**src/rtl/osc_cmd_pkg.sv**
```systemverilog
// Shared definitions for the command dispatcher: FSM encoding, reply bytes
// and the opcode of the first configuration slot.
package osc_cmd_pkg;

  typedef logic [2:0] state_t;

  localparam state_t ST_IDLE     = 3'd0;
  localparam state_t ST_DISPATCH = 3'd1;
  localparam state_t ST_RELEASE  = 3'd2;
  localparam state_t ST_ABORT    = 3'd3;
  localparam state_t ST_ACK      = 3'd4;

  localparam logic [7:0] OPCODE_BASE = 8'h01;
  localparam logic [7:0] ACK_OK      = 8'hAA;
  localparam logic [7:0] ACK_ERR     = 8'hEE;

  // Width of the per-command inactivity counter.
  localparam int TMR_W = 24;

endpackage

```
**src/rtl/cmd_dispatch_if.sv**
```systemverilog
// Bus bundle between the UART side, the configuration slots and the reply
// transmitter; the dispatcher connects through the slave modport.
interface cmd_dispatch_if #(
  parameter int N_SLOTS = 4
);
  // rx_ready and sub_rx_ready are single-cycle strobes with no back-pressure.
  // tx_valid/tx_data stay stable until a cycle with tx_ready high; the reply
  // is transferred on that clock edge and tx_valid drops on the next cycle.
  logic [7:0]         rx_data;
  logic               rx_ready;
  logic [N_SLOTS-1:0] sub_activate;
  logic [N_SLOTS-1:0] sub_done;
  logic [7:0]         sub_rx_data;
  logic               sub_rx_ready;
  logic [N_SLOTS-1:0] sub_rst_n;
  logic [7:0]         tx_data;
  logic               tx_valid;
  logic               tx_ready;

  modport slave (
    input  rx_data, rx_ready, sub_done, tx_ready,
    output sub_activate, sub_rx_data, sub_rx_ready, sub_rst_n, tx_data, tx_valid
  );

  modport master (
    output rx_data, rx_ready, sub_done, tx_ready,
    input  sub_activate, sub_rx_data, sub_rx_ready, sub_rst_n, tx_data, tx_valid
  );

endinterface

```
**src/rtl/cmd_timeout.sv**
```systemverilog
// Saturating inactivity counter; expired flags the last allowed idle cycle
// while counting is enabled.
module cmd_timeout #(
  parameter int TIMEOUT_CYCLES = 1_000_000
) (
  input  logic clk,
  input  logic rst,
  input  logic clr,
  input  logic en,
  output logic expired
);
  import osc_cmd_pkg::*;

  localparam logic [TMR_W-1:0] LAST = TMR_W'(TIMEOUT_CYCLES - 1);

  logic [TMR_W-1:0] cnt_q, cnt_d;

  // Clear has priority so a forwarded byte restarts the window immediately.
  always_comb begin
    cnt_d = cnt_q;
    if (clr) begin
      cnt_d = '0;
    end else if (en && (cnt_q != '1)) begin
      cnt_d = cnt_q + TMR_W'(1);
    end
  end

  always_ff @(posedge clk) begin
    if (!rst) begin
      cnt_q <= '0;
    end else begin
      cnt_q <= cnt_d;
    end
  end

  assign expired = en && (cnt_q == LAST);

endmodule

```
**src/rtl/cmd_dispatch.sv**
```systemverilog
// UART command dispatcher: decodes an opcode, hands the following bytes to
// one configuration slot and answers with an OK/ERR reply byte.
module cmd_dispatch #(
  parameter int         N_SLOTS        = 4,
  parameter logic [7:0] OPCODE_BASE    = osc_cmd_pkg::OPCODE_BASE,
  parameter int         TIMEOUT_CYCLES = 1_000_000,
  parameter logic [7:0] ACK_OK         = osc_cmd_pkg::ACK_OK,
  parameter logic [7:0] ACK_ERR        = osc_cmd_pkg::ACK_ERR
) (
  input  logic          clk,
  input  logic          rst,
  cmd_dispatch_if.slave bus,
  output logic          busy,
  output logic          err_unknown,
  output logic          err_timeout,
  output logic          rx_drop,
  output logic [15:0]   cmd_count,
  output logic [2:0]    state_o
);
  import osc_cmd_pkg::state_t;
  import osc_cmd_pkg::ST_IDLE;
  import osc_cmd_pkg::ST_DISPATCH;
  import osc_cmd_pkg::ST_RELEASE;
  import osc_cmd_pkg::ST_ABORT;
  import osc_cmd_pkg::ST_ACK;

  localparam int SLOT_W = (N_SLOTS > 1) ? $clog2(N_SLOTS) : 1;

  state_t             state_q, state_d;
  logic [SLOT_W-1:0]  slot_q, slot_d;
  logic [7:0]         tx_data_q, tx_data_d;
  logic               tx_valid_q, tx_valid_d;
  logic               reply_ok_q, reply_ok_d;
  logic               err_unknown_q, err_unknown_d;
  logic               rx_drop_q, rx_drop_d;
  logic [15:0]        cmd_count_q, cmd_count_d;

  logic [7:0]         op_off;
  logic               op_valid;
  logic               done_k;
  logic [N_SLOTS-1:0] slot_oh;
  logic               tmr_clr, tmr_en, tmr_expired;

  // Offset arithmetic wraps in 8 bits, so opcodes below the base decode invalid.
  assign op_off   = bus.rx_data - OPCODE_BASE;
  assign op_valid = (int'(op_off) < N_SLOTS);
  assign done_k   = bus.sub_done[slot_q];
  assign slot_oh  = N_SLOTS'(1) << slot_q;
  assign tmr_en   = (state_q == ST_DISPATCH) || (state_q == ST_RELEASE);

  cmd_timeout #(.TIMEOUT_CYCLES(TIMEOUT_CYCLES)) u_timeout (
    .clk     (clk),
    .rst     (rst),
    .clr     (tmr_clr),
    .en      (tmr_en),
    .expired (tmr_expired)
  );

  always_comb begin
    state_d       = state_q;
    slot_d        = slot_q;
    tx_data_d     = tx_data_q;
    tx_valid_d    = tx_valid_q;
    reply_ok_d    = reply_ok_q;
    cmd_count_d   = cmd_count_q;
    err_unknown_d = 1'b0;
    rx_drop_d     = 1'b0;
    tmr_clr       = 1'b0;
    case (state_q)
      ST_IDLE: begin
        if (bus.rx_ready) begin
          if (op_valid) begin
            state_d = ST_DISPATCH;
            slot_d  = op_off[SLOT_W-1:0];
            tmr_clr = 1'b1;
          end else begin
            state_d       = ST_ACK;
            err_unknown_d = 1'b1;
            tx_data_d     = ACK_ERR;
            tx_valid_d    = 1'b1;
            reply_ok_d    = 1'b0;
          end
        end
      end
      ST_DISPATCH: begin
        tmr_clr = bus.rx_ready;
        // A slot finishing on the timeout cycle still counts as success.
        if (done_k) begin
          state_d = ST_RELEASE;
        end else if (tmr_expired) begin
          state_d = ST_ABORT;
        end
      end
      ST_RELEASE: begin
        rx_drop_d = bus.rx_ready;
        if (!done_k) begin
          state_d    = ST_ACK;
          tx_data_d  = ACK_OK;
          tx_valid_d = 1'b1;
          reply_ok_d = 1'b1;
        end else if (tmr_expired) begin
          state_d = ST_ABORT;
        end
      end
      ST_ABORT: begin
        rx_drop_d  = bus.rx_ready;
        state_d    = ST_ACK;
        tx_data_d  = ACK_ERR;
        tx_valid_d = 1'b1;
        reply_ok_d = 1'b0;
      end
      ST_ACK: begin
        rx_drop_d = bus.rx_ready;
        if (bus.tx_ready) begin
          state_d    = ST_IDLE;
          tx_valid_d = 1'b0;
          if (reply_ok_q) begin
            cmd_count_d = cmd_count_q + 16'd1;
          end
        end
      end
      default: begin
        state_d = ST_IDLE;
      end
    endcase
  end

  always_ff @(posedge clk) begin
    if (!rst) begin
      state_q       <= ST_IDLE;
      slot_q        <= '0;
      tx_data_q     <= 8'h00;
      tx_valid_q    <= 1'b0;
      reply_ok_q    <= 1'b0;
      err_unknown_q <= 1'b0;
      rx_drop_q     <= 1'b0;
      cmd_count_q   <= 16'd0;
    end else begin
      state_q       <= state_d;
      slot_q        <= slot_d;
      tx_data_q     <= tx_data_d;
      tx_valid_q    <= tx_valid_d;
      reply_ok_q    <= reply_ok_d;
      err_unknown_q <= err_unknown_d;
      rx_drop_q     <= rx_drop_d;
      cmd_count_q   <= cmd_count_d;
    end
  end

  // Slot-facing outputs decode straight from the registered state.
  assign bus.sub_activate = (state_q == ST_DISPATCH) ? slot_oh : '0;
  assign bus.sub_rst_n    = (state_q == ST_ABORT) ? ~slot_oh : '1;
  assign bus.sub_rx_data  = (state_q == ST_DISPATCH) ? bus.rx_data : 8'h00;
  assign bus.sub_rx_ready = (state_q == ST_DISPATCH) && bus.rx_ready;
  assign bus.tx_data      = tx_data_q;
  assign bus.tx_valid     = tx_valid_q;

  assign busy        = (state_q != ST_IDLE);
  assign err_unknown = err_unknown_q;
  assign err_timeout = (state_q == ST_ABORT);
  assign rx_drop     = rx_drop_q;
  assign cmd_count   = cmd_count_q;
  assign state_o     = state_q;

endmodule

```
**src/flat_wrapper.sv**
```systemverilog
// flat-port wrapper written by rule: the top's interface ports become plain ports
module cmd_dispatch_flat import osc_cmd_pkg::state_t; import osc_cmd_pkg::ST_IDLE; import osc_cmd_pkg::ST_DISPATCH; import osc_cmd_pkg::ST_RELEASE; import osc_cmd_pkg::ST_ABORT; import osc_cmd_pkg::ST_ACK;
#(
  parameter int         N_SLOTS        = 4,
  parameter logic [7:0] OPCODE_BASE    = osc_cmd_pkg::OPCODE_BASE,
  parameter int         TIMEOUT_CYCLES = 1_000_000,
  parameter logic [7:0] ACK_OK         = osc_cmd_pkg::ACK_OK,
  parameter logic [7:0] ACK_ERR        = osc_cmd_pkg::ACK_ERR
)
  (clk, rst, busy, err_unknown, err_timeout, rx_drop, cmd_count, state_o, bus_rx_data, bus_rx_ready, bus_sub_done, bus_tx_ready, bus_sub_activate, bus_sub_rx_data, bus_sub_rx_ready, bus_sub_rst_n, bus_tx_data, bus_tx_valid);
  cmd_dispatch_if #(.N_SLOTS(N_SLOTS)) bus_i ();
  input  logic clk;
  input  logic rst;
  output logic busy;
  output logic err_unknown;
  output logic err_timeout;
  output logic rx_drop;
  output logic [15:0] cmd_count;
  output logic [2:0] state_o;
  input wire logic [$bits(bus_i.rx_data)-1:0] bus_rx_data;
  input wire logic [$bits(bus_i.rx_ready)-1:0] bus_rx_ready;
  input wire logic [$bits(bus_i.sub_done)-1:0] bus_sub_done;
  input wire logic [$bits(bus_i.tx_ready)-1:0] bus_tx_ready;
  output wire logic [$bits(bus_i.sub_activate)-1:0] bus_sub_activate;
  output wire logic [$bits(bus_i.sub_rx_data)-1:0] bus_sub_rx_data;
  output wire logic [$bits(bus_i.sub_rx_ready)-1:0] bus_sub_rx_ready;
  output wire logic [$bits(bus_i.sub_rst_n)-1:0] bus_sub_rst_n;
  output wire logic [$bits(bus_i.tx_data)-1:0] bus_tx_data;
  output wire logic [$bits(bus_i.tx_valid)-1:0] bus_tx_valid;
  assign bus_i.rx_data = bus_rx_data;
  assign bus_i.rx_ready = bus_rx_ready;
  assign bus_i.sub_done = bus_sub_done;
  assign bus_i.tx_ready = bus_tx_ready;
  assign bus_sub_activate = bus_i.sub_activate;
  assign bus_sub_rx_data = bus_i.sub_rx_data;
  assign bus_sub_rx_ready = bus_i.sub_rx_ready;
  assign bus_sub_rst_n = bus_i.sub_rst_n;
  assign bus_tx_data = bus_i.tx_data;
  assign bus_tx_valid = bus_i.tx_valid;
  cmd_dispatch #(.N_SLOTS(N_SLOTS), .OPCODE_BASE(OPCODE_BASE), .TIMEOUT_CYCLES(TIMEOUT_CYCLES), .ACK_OK(ACK_OK), .ACK_ERR(ACK_ERR)) u_core (.clk(clk), .rst(rst), .bus(bus_i), .busy(busy), .err_unknown(err_unknown), .err_timeout(err_timeout), .rx_drop(rx_drop), .cmd_count(cmd_count), .state_o(state_o));
endmodule
```
**config.mk**
```make
export PLATFORM = sky130hd
export DESIGN_NAME = cmd_dispatch_flat
export DESIGN_NICKNAME = d
export VERILOG_FILES = /design/src/rtl/osc_cmd_pkg.sv /design/src/rtl/cmd_dispatch_if.sv /design/src/rtl/cmd_timeout.sv /design/src/rtl/cmd_dispatch.sv /design/src/flat_wrapper.sv
export SDC_FILE = /design/constraint.sdc
export NUM_CORES = 1
export LEC_CHECK = 0
export ABC_AREA = 1
export BUFFER_PORTS_ARGS = -buffer_cell sky130_fd_sc_hd__buf_4
export CAP_MARGIN = 20
export CORE_MARGIN = 8
export CORE_UTILIZATION = 59
export CTS_CLUSTER_DIAMETER = 60
export DETAILED_ROUTE_END_ITERATION = 12
export PLACE_DENSITY_LB_ADDON = 0.3
export SLEW_MARGIN = 20
export SYNTH_ARGS = -nofsm -noshare
export SYNTH_HDL_FRONTEND = slang
export SYNTH_SLANG_ARGS = --single-unit
```
**constraint.sdc**
```tcl
create_clock -name clk -period 3.7 [get_ports clk]
set_input_delay 0.185 -clock clk [delete_from_list [all_inputs] [get_ports clk]]
set_output_delay 0.185 -clock clk [all_outputs]
set_load 0.005 [all_outputs]
```
Word-level counts from Yosys, hierarchy flattened
Cells that the tools add are included.

storage, ports and cells
  register bits = 57
  bits of input ports = 16
  output and inout bits = 49
  logic and storage cells = 72

operators by class
  add/sub/neg operators = 3
  order comparisons = 2
  equality and inequality tests = 10
  shift operators = 1
  multiplexer cells = 28
  bitwise gates (word level) = 2
  reduce and logical (&&, ||, !) cells = 17

operators with widths
  operator                                                                       number
  8-bit two-way mux                                                              4
  24-bit by 1-bit adder with 24-bit output (second input constant)               1
  24-bit by 20-bit equality test with 1-bit output (second input constant)       1
  24-bit != test (second input constant)                                         1
  8-bit one-hot mux with 3 select lines                                          1
  3-bit two-way mux                                                              6
  16-bit by 1-bit adder with 16-bit output (second input constant)               1
  3-bit one-hot mux with 5 select lines                                          1
  1-bit two-way mux                                                              10
  3-bit AND reduction                                                            3
  8-bit by 3-bit less-than comparator with 1-bit output (second input constant)  1
  4-bit two-way mux                                                              2
  2-bit != test (second input constant)                                          4
  8-bit by 1-bit subtractor with 8-bit output (second input constant)            1
  3-bit by 2-bit equality test with 1-bit output (second input constant)         2
  3-bit nonzero test                                                             2
  5-bit AND reduction                                                            1
  4-bit inverter                                                                 1
  1-bit one-hot mux with 4 select lines                                          1
  2-bit AND reduction                                                            2
  4-bit AND reduction                                                            1
  4-bit nonzero test                                                             1
  1-bit by 2-bit left shift with 4-bit output (first input constant)             1
  3-bit by 1-bit equality test with 1-bit output (second input constant)         1
  other kinds (11)                                                               13

Depth between registers and ports, before layout
  depth in word-level cells = 6
  mapped depth = 10
  mapped depth without buffers = 10

By module
A second synthesis with hierarchy kept.

second synthesis, totals
  cells, all modules = 483
  area total of the unflattened synthesis = 3119.2 um^2

modules (own cells, without submodules)
  module        instances  cells each  area an instance (um^2)  sequential area each (um^2)
  cmd_dispatch  1          248         1614.0                   540.5
  cmd_timeout   1          235         1505.2                   480.5

Worst setup path after synthesis
OpenSTA, ideal clock, no wires.

  path kind = reg-to-reg
  start point = register u_core.u_timeout.cnt_q[0]
  end point = register u_core.u_timeout.cnt_q[6]
  library setup time = 0.136 ns
  arrival = 1.565 ns
  data required time = 3.564 ns
  setup slack = 1.999 ns
  cell stages (with the launch flop) = 10
  buffers on the path = 1
  period minus slack after synthesis = 1.701 ns
  cells stage by stage = dfxtp_1 > ha_1 > nand3_2 > clkinv_1 > nand3_2 > o21ai_4 > inv_2 > clkbuf_8 > nand2_1 > a21oi_1

between the ends
  cells in the longest elaborated chain, start to end = 2
  elaborated cells between the ends (all ways) = 3
  those cells by class = add/sub: 1; eq/ne: 1; reduce/logical: 1

RTL lines
  element                                                                           line               text
  start, declared                                                                   cmd_timeout.sv:16  logic [TMR_W-1:0] cnt_q, cnt_d;
  start signal, assigned                                                            cmd_timeout.sv:32  cnt_q <= cnt_d;
  branches (longest 2 deep; another with 24-bit by 1-bit adder with 24-bit output)  n/a

Parallel ways; which one is timed is not known.
A chain may end at the register's enable or synchronous reset.

Worst setup path in the final report
  start point = register u_core.u_timeout.cnt_q[0]
  end point = register u_core.u_timeout.cnt_q[21]

The elaborated chain is that of the path after synthesis.

==> reports/summary.log <==
[sta] final worst clock skew 0.0105 ns
[place] final RePlAce weighted congestion 0.953
[sta] setup repair after global routing missed its margin no
[hold_path] cell count of the worst hold path 3
[worst_setup_path] path depth of the worst reg2reg path 8
[detailed_routing] routed vias 3,388
[yosys] proportion of synthesized flip-flops having asynchronous set or reset 0%
[worst_setup_path] Data required, critical path 3.88 ns
[sta] endpoints failing setup 0
[floorplanning] core region area 0.00514 mm²
[detailed_routing] routed length per placed instance 12.4 µm
[floorplanning] Die Outline Area 0.00793 mm²
[sta] worst relative slew slack 56.8%
[worst_setup_path] path type of the worst setup path register to register
[yosys] count of cell types in the netlist 28
[clocking] number of post-CTS setup repair buffers 0
[worst_setup_path] launch point of the worst reg-to-reg path u_core.u_timeout.cnt_q[0]$_SDFFE_PP0P_
[place] DPL Wire Length 6030 µm
[pwr] Max VDD drop 0.230 mV
[detailed_routing] number of optimization iterations in the first detailed-route pass 4
[detailed_routing] total routed wirelength 7990 µm
[pwr] static leakage 0.00153 µW
[sta] total count of hold-check failures in the final report 0
[hold_path] Hold Path Sink u_core.err_unknown$_SDFF_PN0_
[yosys] #FFs+latches synth 51
[floorplanning] y dimension of the die 89.1 µm
[worst_setup_path] kind of capture point of the worst setup path register
[sta] min Tclk post-route 2.43 ns
[clocking] H-tree depth 2
[floorplanning] number of ports placed on the die boundary 65
[yosys] Most used DFF post-synth dfxtp_1
[clocking] CTS tree yes
[detailed_routing] Antenna Violating Nets Remaining 0
[floorplanning] die outline width 89.1 µm
[yosys] synth top area cells dfxtp_1 32%, nand2_1 22%, nor2_1 8.9%
[detailed_routing] Routed met2 length 3690 µm
[job] maximum capacitance violations 0
[detailed_routing] top sig layer met4
[hold_path] Hold Path Origin bus_rx_ready
[place] number of I/O port buffers 62
[worst_setup_path] critical path arrival 2.61 ns
[clocking] clock root buffer master clkbuf_8
[floorplanning] Initial Util 61.3%
[sta] minimum hold slack 0.149 ns
[detailed_routing] met1 routed wirelength after detailed routing 3530 µm
[clocking] Clock Tree Buf Depth 2
[sta] Setup TNS Final 0 ns
[finish] proportion of layout cells with a drive suffix above 1 13.7%
[yosys] YS warnings 0
[sta] Slew @ Worst Pin 0.646 ns
[worst_setup_path] internal reg-to-reg setup slack 1.27 ns
[global_route] maximum number of pins on one net before global-route repair 26
[global_route] number of antenna violations at the first check in global routing 0
[clocking] count of instances resized after the clock tree is built 0
[pwr] overall power of the completed layout 1030 µW
[global_route] Total Routing Usage GR 20.1%
[detailed_routing] per-cell via count in the routed design 5.24
[yosys] synthesized instance count 520
[floorplanning] placement row count 26
[detailed_routing] DRC violation count after routing 0
[yosys] count leader, synth nand2_1
[pwr] total power density per cell area 279 mW/mm²
[worst_setup_path] CP Launch Type register
[clocking] clock slew seen by the registers of the worst setup and hold paths 0.09 ns
[clocking] clock sink count 51
[yosys] EDFF count, synth 0
[sta] Slew Limit Fails 0
[sta] maximum frequency from static timing analysis 411 MHz
[clocking] insertion delay of the later-clocked pin in the worst-skew pair 0.30 ns
[global_route] sum of overflow across all layers after global routing 0
[global_route] first-pass GRT wire length 13,100 µm
[detailed_routing] amount of wire on met3 after detailed routing 703 µm
[global_route] vias in the first global route 3,038
[worst_setup_path] Reg2Reg Capture Point u_core.u_timeout.cnt_q[21]$_SDFFE_PP0P_
[yosys] post-synth top area share 32.4%
[clocking] Hold Buf Count CTS 0
[finish] number of nets in the layout 594
[hold_path] kind of path behind the tightest hold check input pin to register
[yosys] Synth area leader dfxtp_1
[sta] share of the clock period used by the worst path after layout 65.7%
[detailed_routing] count of routing violations after the opening detailed-route iteration 324
[status] run status finished clean
[worst_setup_path] critical path peak fanout 25
[finish] P&R area growth vs syn 17.7%
[yosys] Post-synth top cells 185 x nand2_1, 75 x nor2_1, 55 x inv_1, 51 x dfxtp_1, 46 x a21oi_1
[yosys] summed instance area of the synthesized netlist 0.00315 mm²
[yosys] post-synthesis sequential area ratio 32.4%
[yosys] Syn Area/Cell 6.06 µm²
[clocking] TritonCTS buffer count 5
[finish] antenna cells 0
[power breakdown]
| group | total [µW] | leakage (µW) | switching [µW] | internal, µW |
|---|---|---|---|---|
| logic | 72.6 | 0.00105 | 39.6 | 33.0 |
| registers | 557 | 0.000412 | 3.95 | 553 |
| clock network | 403 | 0.0000612 | 184 | 219 |
| total | 1030 | 0.00153 | 228 | 806 |
[cell type report]
class	instances	area, µm²
multi-input cells	397	1800
flip-flops and latches	51	1020
inverters	57	214
fillers	451	1430
clock inverters	2	35.0
well taps	70	87.6
repair buffers	63	473
clock buffers	6	82.6
[flip-flops by register name, indices dropped and copies added (netlist names)]
register and flops:
u_core.bus.tx_valid 1, u_core.rx_drop 1, u_core.err_unknown 1, u_core.bus.tx_data 2
u_core.slot_q 2, u_core.u_timeout.cnt_q 24, u_core.cmd_count 16, u_core.state_o 3
u_core.reply_ok_q 1
[cells by family (layout without fill, tap and decap cells)]
family	Yosys count	after routing	share of synthesized area, %
AOI/OAI and AO/OA	60	60	10.3
adders and majority gates	3	3	1.19
other	1	2	0.119
and+or+nand+nor	315	315	40.5
xor gates and xnor gates	17	17	4.73
DFF	51	51	32.4
buffers and inverters	73	128	10.7
[layer usage]
layer	vias to the layer above	global-route usage [%]
met2	129	34.8
met4	0	5.14
met3	9	4.14
li1	1730	-
met1	1520	24.5
met5	-	0
[how the worst max path moves through the flow]
stage	start	end	slack, ns	cells after the start
3_5_place_dp	u_core.u_timeout.cnt_q[0]$_SDFFE_PP0P_	u_core.u_timeout.cnt_q[21]$_SDFFE_PP0P_	1.29	8
6_report	u_core.u_timeout.cnt_q[0]$_SDFFE_PP0P_	u_core.u_timeout.cnt_q[21]$_SDFFE_PP0P_	1.27	8
4_1_cts	u_core.u_timeout.cnt_q[0]$_SDFFE_PP0P_	u_core.u_timeout.cnt_q[21]$_SDFFE_PP0P_	1.29	8
5_1_grt	u_core.u_timeout.cnt_q[0]$_SDFFE_PP0P_	u_core.u_timeout.cnt_q[21]$_SDFFE_PP0P_	1.07	8
2_1_floorplan	u_core.u_timeout.cnt_q[0]$_SDFFE_PP0P_	u_core.u_timeout.cnt_q[6]$_SDFFE_PP0P_	2.00	9
3_3_place_gp	u_core.u_timeout.cnt_q[0]$_SDFFE_PP0P_	u_core.u_timeout.cnt_q[11]$_SDFFE_PP0P_	1.44	8
[cell usage in the layout (no fill, tap or decap), drive strengths merged]
cell type,n
nand3,35
nand2,185
xor2,11
clkbuf,6
o21ai,10
a21oi,48
bufinv,1
a211oi,1
clkinv,2
dfxtp,51
nand3b,2
o211ai,1
ha,3
nor3,13
conb,2
nor2,76
nand4,3
buf,63
xnor2,6
and2,1
inv,56
[worst max-delay path, cell delays in order (launching register included)]
cell	delay, ns
dfxtp_1	0.44
ha_1	0.31
nand3_2	0.19
clkinv_1	0.12
nand3_2	0.09
o21ai_4	0.55
inv_2	0.36
nand2_1	0.17
a21oi_1	0.07
[metrics by stage]
| step | instances | setup slack [ns] | util [%] | instance area [µm²] |
|---|---|---|---|---|
| floorplan | 521 | 2.00 | - | 3150 |
| global route | 646 | 1.07 | 72.2 | 3710 |
| finish | 646 | 1.27 | 72.2 | 3710 |
| detailed placement | 638 | 1.29 | 69.9 | 3590 |
| global placement | 638 | 1.44 | 69.9 | 3590 |
| CTS | 646 | 1.29 | 72.2 | 3710 |
Note: power is estimated with default switching activity, not from simulation.
